$ cat src/rtl/tm_sequencer.sv
// -----------------------------------------------------------------------------
// tm_sequencer
//
// Feeds a stored program of 4-bit words into a Turing machine, one word per
// Next handshake, then signals end-of-load with a Done pulse and afterwards
// clocks the machine with Next pulses, either automatically every
// STEP_INTERVAL cycles or on a single-step request, until the machine reports
// that it has halted.
//
// Optional feature (macro TM_SEQ_STEP_LIMIT_EN):
//   Adds parameter MAX_STEPS and output timeout. The run is aborted into HALT
//   with timeout=1 once step_count reaches MAX_STEPS. Without the macro the
//   run ends only on compute_done.
//
// Ports
//   clock          in   rising-edge clock
//   Reset          in   asynchronous active-high reset
//   prog_we        in   program write strobe (honoured only in IDLE/HALT)
//   prog_addr      in   program write address
//   prog_data      in   4-bit program word
//   prog_len       in   words to load, sampled on start, clamped to PROG_DEPTH
//   start          in   begin load-then-run (honoured only in IDLE/HALT)
//   auto_run       in   1 = free-running steps, 0 = step on step_req
//   step_req       in   single-step request (only seen while waiting)
//   compute_done   in   halt indication from the Turing machine
//   tm_input_data  out  word presented to the Turing machine
//   tm_next        out  Next pulse
//   tm_done        out  Done pulse (end of program load)
//   busy           out  high in every state except IDLE and HALT
//   halted         out  high in HALT
//   step_count     out  run steps issued since start, saturating
//   timeout        out  (TM_SEQ_STEP_LIMIT_EN only) step limit reached
// -----------------------------------------------------------------------------
module tm_sequencer #(
  parameter int PROG_DEPTH    = 64,
  parameter int HOLD_CYCLES   = 3,
  parameter int PULSE_CYCLES  = 2,
  parameter int GAP_CYCLES    = 2,
  parameter int STEP_INTERVAL = 5
`ifdef TM_SEQ_STEP_LIMIT_EN
  ,
  parameter int MAX_STEPS     = 1024
`endif
) (
  input  logic                          clock,
  input  logic                          Reset,
  input  logic                          prog_we,
  input  logic [$clog2(PROG_DEPTH)-1:0] prog_addr,
  input  logic [3:0]                    prog_data,
  input  logic [$clog2(PROG_DEPTH):0]   prog_len,
  input  logic                          start,
  input  logic                          auto_run,
  input  logic                          step_req,
  input  logic                          compute_done,
  output logic [3:0]                    tm_input_data,
  output logic                          tm_next,
  output logic                          tm_done,
  output logic                          busy,
  output logic                          halted,
  output logic [15:0]                   step_count
`ifdef TM_SEQ_STEP_LIMIT_EN
  ,
  output logic                          timeout
`endif
);

  localparam int AW = $clog2(PROG_DEPTH);
  localparam int LW = AW + 1;

  // Down-counter reload values: a phase of N cycles loads N-1 and leaves
  // when the counter reads zero.
  localparam logic [15:0] HOLD_LD  = 16'(HOLD_CYCLES - 1);
  localparam logic [15:0] PULSE_LD = 16'(PULSE_CYCLES - 1);
  localparam logic [15:0] GAP_LD   = 16'(GAP_CYCLES - 1);
  localparam logic [15:0] STEP_LD  = 16'(STEP_INTERVAL - 1);
  localparam logic [LW-1:0] DEPTH_L = LW'(PROG_DEPTH);

  typedef enum logic [3:0] {
    IDLE,
    LD_SETUP,
    LD_PULSE,
    LD_GAP,
    FIN_PULSE,
    FIN_GAP,
    RUN_WAIT,
    RUN_PULSE,
    RUN_GAP,
    HALT
  } state_t;

  state_t          r_state;
  logic [15:0]     r_cnt;
  logic [LW-1:0]   r_idx;
  logic [LW-1:0]   r_len;
  logic [3:0]      r_data;
  logic            r_next;
  logic            r_done;
  logic            r_busy;
  logic            r_halted;
  logic [15:0]     r_steps;
`ifdef TM_SEQ_STEP_LIMIT_EN
  logic            r_timeout;
`endif

  // Program store; contents are deliberately left out of reset.
  logic [3:0]      r_mem [PROG_DEPTH];

  logic            w_idle_like;
  logic [LW-1:0]   w_len_clamped;
  logic [LW-1:0]   w_idx_nxt;
  logic [AW-1:0]   w_rd_addr_nxt;
  logic [15:0]     w_steps_inc;

  assign w_idle_like   = (r_state == IDLE) || (r_state == HALT);
  assign w_len_clamped = (prog_len > DEPTH_L) ? DEPTH_L : prog_len;
  assign w_idx_nxt     = r_idx + LW'(1);
  // Only used when w_idx_nxt < r_len <= PROG_DEPTH, so truncation is safe.
  assign w_rd_addr_nxt = w_idx_nxt[AW-1:0];
  assign w_steps_inc   = (r_steps == 16'hFFFF) ? r_steps : r_steps + 16'd1;

  assign tm_input_data = r_data;
  assign tm_next       = r_next;
  assign tm_done       = r_done;
  assign busy          = r_busy;
  assign halted        = r_halted;
  assign step_count    = r_steps;
`ifdef TM_SEQ_STEP_LIMIT_EN
  assign timeout       = r_timeout;
`endif

  // Program writes are accepted only while the sequencer is not using the
  // store, so a load in progress always sees a stable program.
  always_ff @(posedge clock) begin
    if (prog_we && w_idle_like) begin
      r_mem[prog_addr] <= prog_data;
    end
  end

  // Sequencer FSM. Every output is registered and updated on the same edge
  // as the state change, so each output level lines up exactly with the
  // state it belongs to (tm_next high exactly in LD_PULSE/RUN_PULSE,
  // tm_done high exactly in FIN_PULSE).
  always_ff @(posedge clock or posedge Reset) begin
    if (Reset) begin
      r_state   <= IDLE;
      r_cnt     <= '0;
      r_idx     <= '0;
      r_len     <= '0;
      r_data    <= '0;
      r_next    <= 1'b0;
      r_done    <= 1'b0;
      r_busy    <= 1'b0;
      r_halted  <= 1'b0;
      r_steps   <= '0;
`ifdef TM_SEQ_STEP_LIMIT_EN
      r_timeout <= 1'b0;
`endif
    end else begin
      case (r_state)
        IDLE, HALT: begin
          if (start) begin
            r_len    <= w_len_clamped;
            r_idx    <= '0;
            r_steps  <= '0;
            r_busy   <= 1'b1;
            r_halted <= 1'b0;
`ifdef TM_SEQ_STEP_LIMIT_EN
            r_timeout <= 1'b0;
`endif
            if (w_len_clamped == '0) begin
              // Empty program: go straight to the end-of-load pulse.
              r_state <= FIN_PULSE;
              r_done  <= 1'b1;
              r_cnt   <= PULSE_LD;
            end else begin
              r_state <= LD_SETUP;
              r_data  <= r_mem[AW'(0)];
              r_cnt   <= HOLD_LD;
            end
          end
        end

        LD_SETUP: begin
          if (r_cnt == '0) begin
            r_state <= LD_PULSE;
            r_next  <= 1'b1;
            r_cnt   <= PULSE_LD;
          end else begin
            r_cnt <= r_cnt - 16'd1;
          end
        end

        LD_PULSE: begin
          if (r_cnt == '0) begin
            r_state <= LD_GAP;
            r_next  <= 1'b0;
            r_cnt   <= GAP_LD;
          end else begin
            r_cnt <= r_cnt - 16'd1;
          end
        end

        LD_GAP: begin
          if (r_cnt == '0) begin
            r_idx <= w_idx_nxt;
            if (w_idx_nxt < r_len) begin
              r_state <= LD_SETUP;
              r_data  <= r_mem[w_rd_addr_nxt];
              r_cnt   <= HOLD_LD;
            end else begin
              r_state <= FIN_PULSE;
              r_done  <= 1'b1;
              r_cnt   <= PULSE_LD;
            end
          end else begin
            r_cnt <= r_cnt - 16'd1;
          end
        end

        FIN_PULSE: begin
          if (r_cnt == '0) begin
            r_state <= FIN_GAP;
            r_done  <= 1'b0;
            r_cnt   <= GAP_LD;
          end else begin
            r_cnt <= r_cnt - 16'd1;
          end
        end

        FIN_GAP: begin
          if (r_cnt == '0) begin
            r_state <= RUN_WAIT;
            r_cnt   <= STEP_LD;
          end else begin
            r_cnt <= r_cnt - 16'd1;
          end
        end

        RUN_WAIT: begin
          // Machine halt wins over any pending step.
          if (compute_done) begin
            r_state  <= HALT;
            r_busy   <= 1'b0;
            r_halted <= 1'b1;
`ifdef TM_SEQ_STEP_LIMIT_EN
          end else if (r_steps == 16'(MAX_STEPS)) begin
            r_state   <= HALT;
            r_busy    <= 1'b0;
            r_halted  <= 1'b1;
            r_timeout <= 1'b1;
`endif
          end else if (auto_run) begin
            if (r_cnt == '0) begin
              r_state <= RUN_PULSE;
              r_next  <= 1'b1;
              r_steps <= w_steps_inc;
              r_cnt   <= PULSE_LD;
            end else begin
              r_cnt <= r_cnt - 16'd1;
            end
          end else if (step_req) begin
            // step_req is only looked at here, so requests arriving in any
            // other state are simply lost rather than queued.
            r_state <= RUN_PULSE;
            r_next  <= 1'b1;
            r_steps <= w_steps_inc;
            r_cnt   <= PULSE_LD;
          end
        end

        RUN_PULSE: begin
          if (r_cnt == '0) begin
            r_state <= RUN_GAP;
            r_next  <= 1'b0;
            r_cnt   <= GAP_LD;
          end else begin
            r_cnt <= r_cnt - 16'd1;
          end
        end

        RUN_GAP: begin
          if (r_cnt == '0) begin
            r_state <= RUN_WAIT;
            r_cnt   <= STEP_LD;
          end else begin
            r_cnt <= r_cnt - 16'd1;
          end
        end

        default: begin
          r_state <= IDLE;
          r_next  <= 1'b0;
          r_done  <= 1'b0;
          r_busy  <= 1'b0;
        end
      endcase
    end
  end

endmodule

$ cat config.mk
export PLATFORM = sky130hd
export DESIGN_NAME = tm_sequencer
export DESIGN_NICKNAME = d
export VERILOG_FILES = /design/src/rtl/tm_sequencer.sv
export SDC_FILE = /design/constraint.sdc
export NUM_CORES = 1
export LEC_CHECK = 0
export CAP_MARGIN = 20
export CORE_MARGIN = 1.5
export CORE_UTILIZATION = 55
export DETAILED_ROUTE_END_ITERATION = 10
export PLACE_DENSITY = 0.72
export SLEW_MARGIN = 15
export SYNTH_ARGS = -nofsm -noshare
export SYNTH_HDL_FRONTEND = slang
export SYNTH_SLANG_ARGS = --single-unit
$ cat constraint.sdc
create_clock -name clock -period 4.7 [get_ports clock]
set_input_delay 0.705 -clock clock [delete_from_list [all_inputs] [get_ports clock]]
set_output_delay 0.705 -clock clock [all_outputs]
set_load 0.01 [all_outputs]
==> impl_metrics.tcl <==
set metrics [dict create \
    outcome "finished, final reports clean" \
    boundaryPins 48 \
    yosys.cell_types.count 78 \
    cellPowerDensity_nw_per_um2 512 \
    drt_iter0_drc 751 \
    totalNegativeSetupSlack_ps 0 \
    port-buffer-count 47 \
    postSynthCellCount 930 \
    setup.worst_path.end_class "register" \
    drt-total-wl_microns 29500 \
    fp.dieH_microns 162 \
    timing.rr.end "r_cnt[1]$_DFFE_PP0P_" \
    synth_top_cell_area_share_pct 55.1 \
    path_cells "and3_1 > nand3_1 > xor2_1 > inv_1 > ha_1 > nand2_1 > o21a_1 > o22ai_1 > or3_4 > a22o_1 > a22oi_2" \
    post_synth_edffs 256 \
    start_util_pct 55.7 \
    hold_buffers 0 \
    ff2ff_setup_slack_ps 1330 \
    synth-async-reset-ratio_pct 18.5 \
    cp_max_fo 12 \
    synth_top_cells_by_area "edfxtp_1, dfrtp_1, mux4_2, nor2_1, mux2i_1" \
    number_of_global_route_vias_before_repair 8104 \
    clock_path_buffers 3 \
    clock_root_buffer "clkbuf_16" \
    yosys.cell_count.top_type "edfxtp_1" \
    antenna_found_initial 0 \
    tritoncts.num_buffers 31 \
    cts.repair.resized 0 \
    seq_area_frac_synth_pct 65.5 \
    drive_gt1_share_pct 15.3 \
    num_vias 8256 \
    final_setup_vio_count 0 \
    finClkSkew_ps 27.6 \
    worst_setup_path_startpoint "r_idx[2]$_DFFE_PP0P_" \
    hold_path.class "register to register" \
    cp-start-kind "register" \
    worstHoldEndpoint "tm_next$_DFFE_PP0P_" \
    worst_skew_pair.late_latency_ps 580 \
    drtAntennaViolNets 0 \
    drt_pass1_iterations 5 \
    post-route-period-util_pct 71.8 \
    die_width_microns 162 \
    cp_num_buf_inv 1 \
    wl_per_cell_microns 22.2 \
    drt_drc_violations_left 0 \
    cpPeakStageDelay_ps 660 \
    area_of_the_die_sq_um 26300 \
    fill_cells 1839 \
    routed_via_density 6.21 \
    worstReg2RegStart "r_idx[2]$_DFFE_PP0P_" \
    routability_driven_placement_congestion_ratio 0.867 \
    core_area_sq_um 25000 \
    h-tree-depth 1 \
    worst_pin_slew_ps 848 \
    cts_post_setup_buffers_inserted 0 \
    critical-path-top-delay-family "simple AND/OR/NAND/NOR gates" \
    final_max_slew_viol_count 0 \
    drv_cap 0 \
    arrival_ps 3850 \
    hold_path_startpoint "tm_next$_DFFE_PP0P_" \
    cellLeakagePower_nw 5.17 \
    area_delta_synth_final_pct 13.0 \
    r2r_cells 11 \
    grt_first_pass_wirelength_microns 46900 \
    max_slew_margin_pct 43.2 \
    antennaDiodeCount 0 \
    cts_tree "built" \
    final_nets 1009 \
    synth_common_cells "edfxtp_1, nor2_1, mux4_2" \
    cts.clk_slew.worst_paths_ps 60 \
    min_period_ps 3370 \
    crit_path_top_delay_cell "dfrtp_1" \
    syn_std_cell_area_sq_um 14000 \
    synth_area_per_cell_sq_um 15.0 \
    synth.ff_latch_count 314 \
    synthesis.yosys.warnings 0 \
    synthFlopType "edfxtp_1" \
    globalRoute.totalOverflow 0 \
    leading_area_contributor_after_synthesis "edfxtp_1" \
    dp.final_hpwl_microns 18900 \
    maximum_number_of_pins_on_one_net_before_global_route_repair 65 \
    timing.hold.worst_path_depth 2 \
    holdWs_ps 502 \
    rows 58 \
    grt_usage_pct 23.3 \
    critical_path_class "register to register" \
    cts_num_sinks 314 \
    report.final.hold_viol_count 0 \
    synthesis.nets 964 \
    worst_ir_drop_vdd_mv 0.309 \
    clock.fmax_mhz 297 \
    crit_required_ps 5180 \
    grt_setup_unrepaired "no" \
]
-- area by class of cell --
cell class / instances / area, sq um / share of cell area [%]
multi-input cells: 555 / 4530 / 28.7
inverters: 16 / 60.1 / 0.381
clock buffers: 38 / 812 / 5.15
well taps: 330 / 413 / 2.62
clock inverters: 20 / 250 / 1.59
repair buffers: 57 / 566 / 3.59
flip-flops and latches: 314 / 9140 / 58.0
-- worst register-to-register path, delay by kind of cell (launching register included) --
family	cells	cell delay, ps
AO/OA/AOI/OAI	4	570
XOR/XNOR	1	660
adder cells (fa/ha/maj)	1	330
buffers and inverters	1	130
flip-flops	1	660
AND/OR/NAND/NOR	4	950
-- report_power, final --
part | total (mW) | internal [mW] | switching [mW]
registers | 3.35 | 3.16 | 0.183
clock network | 2.56 | 1.51 | 1.05
logic | 2.18 | 0.973 | 1.20
-- kinds of logic (layout without fill, tap and decap cells) --
family                   count (synthesis)  count (layout)  synth area share [%]
flip-flops                             314             314                  65.5
AND/OR/NAND/NOR                        275             275                  9.92
AO/OA/AOI/OAI                          152             152                  7.38
multiplexers                            97              97                  12.8
buffers and inverters                   61             131                  2.19
XOR/XNOR                                20              20                  1.26
adder cells (fa/ha/maj)                 11              11                 0.969
-- routing by layer --
metal / GRT usage (%) / routed length, microns / up-vias
li1: - / - / 3738
met1: 33.3 / 12600 / 4170
met2: 36.9 / 14100 / 299
met3: 4.34 / 2060 / 49
met4: 6.84 / 771 / 0
met5: 0 / 0 / -
-- worst max path at each step --
stage | endpoint | cells past startpoint
6_report | r_cnt[1]$_DFFE_PP0P_ | 11
5_1_grt | tm_done$_DFFE_PP0P_ | 11
4_1_cts | r_cnt[1]$_DFFE_PP0P_ | 11
3_5_place_dp | r_len[6]$_DFFE_PP0P_ | 7
3_3_place_gp | r_len[0]$_DFFE_PP0P_ | 7
2_1_floorplan | tm_done$_DFFE_PP0P_ | 12
-- flip-flops by register name, summed over array words and instances, names as in the netlist --
| signal | flops |
|---|---|
| r_mem | 256 |
| r_cnt | 16 |
| step_count | 16 |
| r_idx | 7 |
| r_len | 7 |
| r_state | 4 |
| tm_input_data | 4 |
| busy | 1 |
| halted | 1 |
| tm_done | 1 |
| tm_next | 1 |
-- cell usage in the layout, fill, tap and decap left out, types with 13 or more instances in the layout --
cell type	synthesis	final
edfxtp_1	256	256
nor2_1	102	102
mux4_2	64	64
dfrtp_1	58	57
nand2_1	53	53
clkdlybuf4s50_1	0	43
o21ai_0	40	40
clkbuf_16	0	31
nand3_1	29	29
mux2i_1	29	29
a21oi_1	22	22
nor2b_1	19	19
inv_1	16	15
nand4_1	13	13
-- stage by stage --
step	instance area, sq um	power (mW)	utilization (%)	worst slack [ps]	cells
global placement	14600	5.53	58.5	1350	1269
finish	15800	8.08	63.0	1330	1330
global route	15800	8.45	63.0	1010	1330
floorplan	14000	4.99	-	1780	930
CTS	15700	8.12	62.8	1360	1328
detailed placement	14700	5.57	58.6	1350	1270
No activity file was read; power rests on OpenSTA's default activity.
